## config.mk

```make
export PLATFORM = sky130hd
export DESIGN_NAME = ppu_mem_arbiter
export DESIGN_NICKNAME = d
export VERILOG_FILES = /design/src/rtl/ppu_mem_arbiter.sv
export SDC_FILE = /design/constraint.sdc
export NUM_CORES = 1
export LEC_CHECK = 0
export BUFFER_PORTS_ARGS = -buffer_cell sky130_fd_sc_hd__buf_2
export CAP_MARGIN = 20
export CORE_ASPECT_RATIO = 0.9
export CORE_MARGIN = 4
export CORE_UTILIZATION = 47
export DETAILED_ROUTE_END_ITERATION = 12
export HOLD_SLACK_MARGIN = 0.05
export PLACE_DENSITY = 0.81
export SLEW_MARGIN = 20
export SYNTH_ARGS = -nofsm -noshare
export SYNTH_HDL_FRONTEND = slang
export SYNTH_SLANG_ARGS = --single-unit
```

## constraint.sdc

```tcl
create_clock -name clk -period 2.9 [get_ports clk]
set_input_delay 0.58 -clock clk [delete_from_list [all_inputs] [get_ports clk]]
set_output_delay 0.58 -clock clk [all_outputs]
set_load 0.05 [all_outputs]
```

## src/rtl/ppu_mem_arbiter.sv

```systemverilog
// Three-way arbiter for the PPU memory port: render > CPU > loader, with a CPU
// starvation guard and a two-cycle, owner-tagged read return pipeline.
module ppu_mem_arbiter #(
    parameter int ADDR_W       = 14,
    parameter int DATA_W       = 8,
    parameter int STARVE_LIMIT = 8
) (
    input  logic              clk,
    input  logic              rst_n,

    input  logic              r_req,
    input  logic [ADDR_W-1:0] r_addr,
    output logic              r_gnt,
    output logic [DATA_W-1:0] r_rdata,
    output logic              r_rvalid,

    input  logic              c_req,
    input  logic              c_we,
    input  logic [ADDR_W-1:0] c_addr,
    input  logic [DATA_W-1:0] c_wdata,
    output logic              c_gnt,
    output logic [DATA_W-1:0] c_rdata,
    output logic              c_rvalid,

    input  logic              l_req,
    input  logic [ADDR_W-1:0] l_addr,
    input  logic [DATA_W-1:0] l_wdata,
    output logic              l_gnt,

    output logic [ADDR_W-1:0] mem_addr,
    output logic              mem_we,
    output logic [DATA_W-1:0] mem_wdata,
    input  logic [DATA_W-1:0] mem_rdata
);

    typedef enum logic [1:0] {
        TAG_NONE   = 2'd0,
        TAG_RENDER = 2'd1,
        TAG_CPU    = 2'd2
    } tag_t;

    localparam logic [7:0] LIMIT = 8'(STARVE_LIMIT);

    logic [7:0]        r_starve;
    logic [ADDR_W-1:0] r_last_addr;
    tag_t              r_tag;
    logic              r_valid_render;
    logic              r_valid_cpu;
    logic [DATA_W-1:0] r_data_render;
    logic [DATA_W-1:0] r_data_cpu;

    logic              w_cpu_force;
    logic              w_c_gnt;
    logic              w_r_gnt;
    logic              w_l_gnt;
    tag_t              w_tag_in;

    // Grants are gated by rst_n so every output sits at its reset value
    // throughout the reset window, even with requests still asserted.
    always_comb begin
        w_cpu_force = c_req && (r_starve >= LIMIT);
        w_c_gnt     = rst_n && c_req && (!r_req || w_cpu_force);
        w_r_gnt     = rst_n && r_req && !w_c_gnt;
        w_l_gnt     = rst_n && l_req && !r_req && !c_req;
    end

    // NOTE: every output of this block gets a default first, so no path leaves
    // a variable unassigned and no latch is inferred.
    always_comb begin
        mem_addr  = r_last_addr;
        mem_we    = 1'b0;
        mem_wdata = '0;
        w_tag_in  = TAG_NONE;
        if (w_r_gnt) begin
            mem_addr = r_addr;
            w_tag_in = TAG_RENDER;
        end else if (w_c_gnt) begin
            mem_addr  = c_addr;
            mem_we    = c_we;
            mem_wdata = c_wdata;
            if (!c_we) begin
                w_tag_in = TAG_CPU;
            end
        end else if (w_l_gnt) begin
            mem_addr  = l_addr;
            mem_we    = 1'b1;
            mem_wdata = l_wdata;
        end
    end

    // NOTE: sequential state uses non-blocking assignments so every register
    // samples the pre-edge values regardless of block ordering.
    always_ff @(posedge clk or negedge rst_n) begin
        if (!rst_n) begin
            r_starve    <= 8'd0;
            r_last_addr <= '0;
        end else begin
            if (w_c_gnt) begin
                r_starve <= 8'd0;
            end else if (c_req && (r_starve != 8'hFF)) begin
                r_starve <= r_starve + 8'd1;
            end
            if (w_r_gnt || w_c_gnt || w_l_gnt) begin
                r_last_addr <= mem_addr;
            end
        end
    end

    // Stage 1 holds the owner of the read issued last cycle; stage 2 captures
    // the RAM data into that owner's register alongside its valid pulse.
    always_ff @(posedge clk or negedge rst_n) begin
        if (!rst_n) begin
            r_tag          <= TAG_NONE;
            r_valid_render <= 1'b0;
            r_valid_cpu    <= 1'b0;
            r_data_render  <= '0;
            r_data_cpu     <= '0;
        end else begin
            r_tag          <= w_tag_in;
            r_valid_render <= (r_tag == TAG_RENDER);
            r_valid_cpu    <= (r_tag == TAG_CPU);
            if (r_tag == TAG_RENDER) begin
                r_data_render <= mem_rdata;
            end
            if (r_tag == TAG_CPU) begin
                r_data_cpu <= mem_rdata;
            end
        end
    end

    assign r_gnt    = w_r_gnt;
    assign c_gnt    = w_c_gnt;
    assign l_gnt    = w_l_gnt;
    assign r_rdata  = r_data_render;
    assign r_rvalid = r_valid_render;
    assign c_rdata  = r_data_cpu;
    assign c_rvalid = r_valid_cpu;

endmodule

```

# After elaboration in Yosys (flattened, before gate mapping)
# Cells that the tools add are included.
[word_totals]
ff_bits = 42
input_bits = 72
out_inout_bits = 44
wordCells = 42
[classes]
n_addsub = 1
magnitude_cmp = 1
eq_ne = 3
mux = 14
reduce_logical = 16
[op_table]
columns = ["op", "n"]
rows = [
  ["two-way mux 14 bit", 3],
  ["two-way mux 8 bit", 5],
  ["logical AND 1 bit", 9],
  ["adder 8 x 1 -> 8 bit, second input constant", 1],
  ["greater-or-equal comparator 8 x 4 -> 1 bit, second input constant", 1],
  ["!= test 8 bit, second input constant", 1],
  ["two-way mux 2 bit", 3],
  ["logical NOT 1 bit", 3],
  ["logical OR 1 bit", 3],
  ["two-way mux 1 bit", 3],
  ["== test 2 x 1 -> 1 bit, second input constant", 1],
  ["== test 2 bit, second input constant", 1],
  ["nonzero test 2 bit", 1],
]

# Depth between registers and ports, before layout
[logic_depth]
depth_word = 8
mapped_depth = 6
ltp_nobuf = 4

# Worst setup path before layout
# Ideal clock, no wire load.
[synth_path]
path_type = "input to output"
from = "input r_req"
to = "output mem_addr[10]"
arrival_time_ns = 2.926
required_time_ns = 2.320
slack_ns = -0.606
stages = 6
n_path_buf = 3
path_cell_list = "buf_2 > or4b_4 > and3_1 > buf_6 > buf_6 > o32ai_1"
[synth_between]
elab_chain_len = 6
elab_cells_between_ends = 11
cone_classes = "3 x mux; 8 x reduce/logical"
[synth_lines]
columns = ["element", "line", "rtl"]
rows = [
  ["from (decl)", "11", "input logic r_req,"],
  ["logical NOT 1 bit", "62, 64", ""],
  ["logical AND 1 bit / logical OR 1 bit (equally long branches)", "64, 62", ""],
  ["logical AND 1 bit (on tied branches)", "64, 62", ""],
  ["two-way mux 14 bit / logical NOT 1 bit (equally long branches)", "84, 63", ""],
  ["two-way mux 14 bit / logical AND 1 bit (equally long branches)", "77, 63", ""],
  ["two-way mux 14 bit *", "74", "if (w_r_gnt) begin"],
  ["to (decl)", "30", "output logic [ADDR_W-1:0] mem_addr,"],
]
# Mark *: on every way between the ends. The rest lies on a longest branch, timed or not.

# Worst setup path in the final report
[layout_path]
from = "register r_starve[6]"
to = "output mem_addr[3]"
[layout_between]
elab_chain_len = 7
elab_cells_between_ends = 8
cone_classes = "1 x order compare; 2 x mux; 5 x reduce/logical"
[layout_lines]
columns = ["element", "line", "rtl"]
rows = [
  ["from (decl)", "44", "logic [7:0] r_starve;"],
  ["from (signal assigned)", "101", "r_starve <= r_starve + 8'd1;"],
  ["greater-or-equal comparator 8 x 4 -> 1 bit *", "61", "w_cpu_force = c_req && (r_starve >= LIMIT);"],
  ["logical AND 1 bit *", "61", ""],
  ["logical OR 1 bit *", "62", "w_c_gnt = rst_n && c_req && (!r_req || w_cpu_force);"],
  ["logical AND 1 bit *", "62", ""],
  ["logical NOT 1 bit", "63", "w_r_gnt = rst_n && r_req && !w_c_gnt;"],
  ["logical AND 1 bit", "63", ""],
  ["two-way mux 14 bit *", "74", ""],
]
# Marked as above.

==> results.yml <==
logic_synthesis:
  synth-seq-cells: 42
  yosysSeqAreaShare_pct: 43.3
  syn_inst: 222
  synth_area_leader_cell: "dfrtp_1"
  synth.distinct_cells: 34
  syn_area_um2: 2420
  synth_top_area_share_pct: 43.3
  synth.area.top_cells: "dfrtp_1 (43%), o32ai_1 (10%), mux2_2 (7.4%)"
  synthesis.nets: 296
  synth_area_per_cell_um2: 10.9
  synthArstFlopShare_pct: 100
  yosysWarnings: 0
  synth_edf_count: 0
  ys.flop_type: "dfrtp_1"
clock_network:
  cts_made_buffers: 5
  numClockSinks: 42
  cts_root_buf: "clkbuf_8"
  clkLatencyLatePin_ns: 0.30
  cts_hold_buf: 0
  clock_path_buffers: 2
  ctsHtreeMaxLevel: 2
  cts_tree: "built"
  path_clk_slew_ns: 0.09
sta:
  fmax_ghz: 0.352
  finalHoldViolations: 0
  finClkSkew_ns: 0.00495
  setup_viol: 0
  worst_slew_pin_slew_ns: 0.753
  drv_slew: 0
  max_slew_margin_pct: 49.7
  fin_ws_ns: 0.0631
  tns_ns: 0
  fin_crit_sh_pct: 97.8
  fin_crit_ns: 2.84
  rsz0062_at_grt: "true"
critical_path:
  r2r_end: "r_starve[6]"
  endpoint_kind: "output port"
  critPathCapture: "mem_addr[3]"
  cp.required_ns: 2.32
  r2r_cells: 5
  start_kind: "flop"
  cp.arrival_ns: 2.26
  worstSetupStartpoint: "r_starve[6]"
  r2r_slack_ns: 0.94
  path_max_fanout: 28
  reg2reg_from: "r_starve[6]"
  crit_type: "flop to output port"
floorplan:
  fp.coreArea_um2: 4920
  rows: 24
  die_w_um: 83.7
  start_util_pct: 49.2
  die_h_um: 76.1
  io_pins: 116
  die_area_um2: 6370
placement:
  portBuffers: 115
  dpl.cell_count: 394
  dp_hpwl_um: 5040
  place_congestion: 0.829
  place_ws_ns: 0.147
final_layout:
  drive_above_1_share_pct: 53.0
  nets: 411
  final_cells: 403
  syn_to_final_growth_pct: 40.1
  antenna_cells: 0
  utilization_pct: 69.0
power_and_ir_drop:
  p_int_w: 0.00126
  swShare_pct: 43.8
  irDropWorstVdd_v: 0.000362
  clkPwrFrac_pct: 17.1
  pwr-share-comb_pct: 48.2
  powerDensity_nw_per_um2: 660
  p_seq_share_pct: 34.7
  power.switching_w: 0.000983
  leakagePower_nw: 1.65
  p_total_w: 0.00224
detailed_routing:
  drc_errors: 0
  drtIter0Drc: 114
  ant_nets: 0
  drt_first_pass_iters: 4
  viasPerCell: 5.74
  totalWireLength_um: 6680
  wl_per_cell_um: 16.6
  via_count: 2313
global_routing:
  grt_pass1_wl_um: 10900
  gr-usage-all-layers_pct: 20.8
  grt_start_max_net_pins: 29
  antenna_found_initial: 0
  use_met2_pct: 35.9
  gr-total-overflow: 0
  met1_usage_pct: 25.8
  top_usage_layer: "met2"
  grt_use_met3_pct: 5.41
  first_global_vias: 2301
worst_hold_path:
  worstHoldPathType: "primary input to async pin"
run:
  maxCapViolations: 0
outcome:
  status: "complete, no violations"
cell usage in the layout, fill, tap and decap left out, types with 5 or more instances in the layout:
cell,n
a21o_1,15
a21oi_1,5
a22o_1,8
buf_2,101
buf_4,14
clkbuf_4,11
clkbuf_8,5
dfrtp_1,41
inv_1,17
mux2_2,16
mux2i_1,14
o21ai_0,14
o32ai_1,14
o32ai_2,11
final cells by class:
class,instances,area (µm²)
Multi-Input combinational cell,140,1340
Tap cell,65,81.3
Sequential cell,42,1050
Timing Repair Buffer,130,764
Inverter,18,70.1
Clock inverter,3,21.3
Fill cell,379,1530
Clock buffer,5,68.8
worst min-delay path by stage:
stage,from,endpoint,cells after the start,slack (ns)
5_1_grt,rst_n,r_last_addr[8],2,0.26
4_1_cts,rst_n,r_starve[5],2,0.26
3_3_place_gp,c_rdata[0],c_rdata[0],1,0.48
6_report,rst_n,r_starve[0],2,0.27
2_1_floorplan,rst_n,c_rdata[0],0,0.28
3_5_place_dp,c_rdata[1],c_rdata[1],1,0.49
per-layer routing:
metal,vias up,part of all wire [%]
met5,-,0
met4,0,1.8
met3,11,7.4
met2,107,50
met1,1113,40
li1,1082,-
sequential cells by signal (all words and copies together), names as in the netlist:
register and count:
c_rdata 8, c_rvalid 1, r_last_addr 14, r_rdata 8
r_rvalid 1, r_starve 8, r_tag 2
metrics by stage:
stage | hold WS [ns] | instance area, µm²
finish | 0.268 | 3400
global route | 0.264 | 3400
CTS | 0.257 | 3340
detailed placement | 0.488 | 3250
global placement | 0.481 | 3250
floorplan | 0.284 | 2550
synth_stat cells (2+ instances only):
cell type	count
nand3_1	2
a22o_1	8
nor2_1	2
inv_1	17
nand2_1	4
a31oi_1	2
buf_6	4
dfrtp_1	42
buf_2	9
a211oi_2	3
ha_1	2
o211ai_1	4
mux2_2	16
and3_1	3
and4_1	4
clkbuf_1	9
mux2i_1	14
o32ai_1	28
a21o_1	15
a21oi_1	5
nor2b_1	2
o32a_1	2
o21ai_0	14
worst max-delay path, stage by stage (launching register included):
cell and delay [ns]:
dfrtp_1 0.43, or4b_4 0.55, and3_1 0.23, buf_12 0.18
o32ai_2 0.28, clkbuf_4 0.28
kinds of logic (layout without fill, tap and decap cells):
group,count (synthesis),after routing,synth area share (%)
fa+ha+maj,2,2,1.03
buf+inv,40,156,7.89
compound gates,85,85,28.3
flops,42,42,43.3
simple gates,23,23,6.24
mux,30,30,13.2
timing repair:
item	4_1_cts	5_1_grt
setup endpoints to repair	4	25
pin swaps	0	1
setup buffers	0	1
cloned	0	0
resized for setup	3	16
power groups by stage:
stage	clock, W	combinational [W]	sequential, W
floorplan	0	0.000573	0.00101
global placement	0	0.00104	0.000779
detailed placement	0	0.00105	0.000789
CTS	0.000394	0.00106	0.000778
global route	0.000414	0.00115	0.000795
finish	0.000382	0.00108	0.000779
Power figures use the tool's default switching activity.
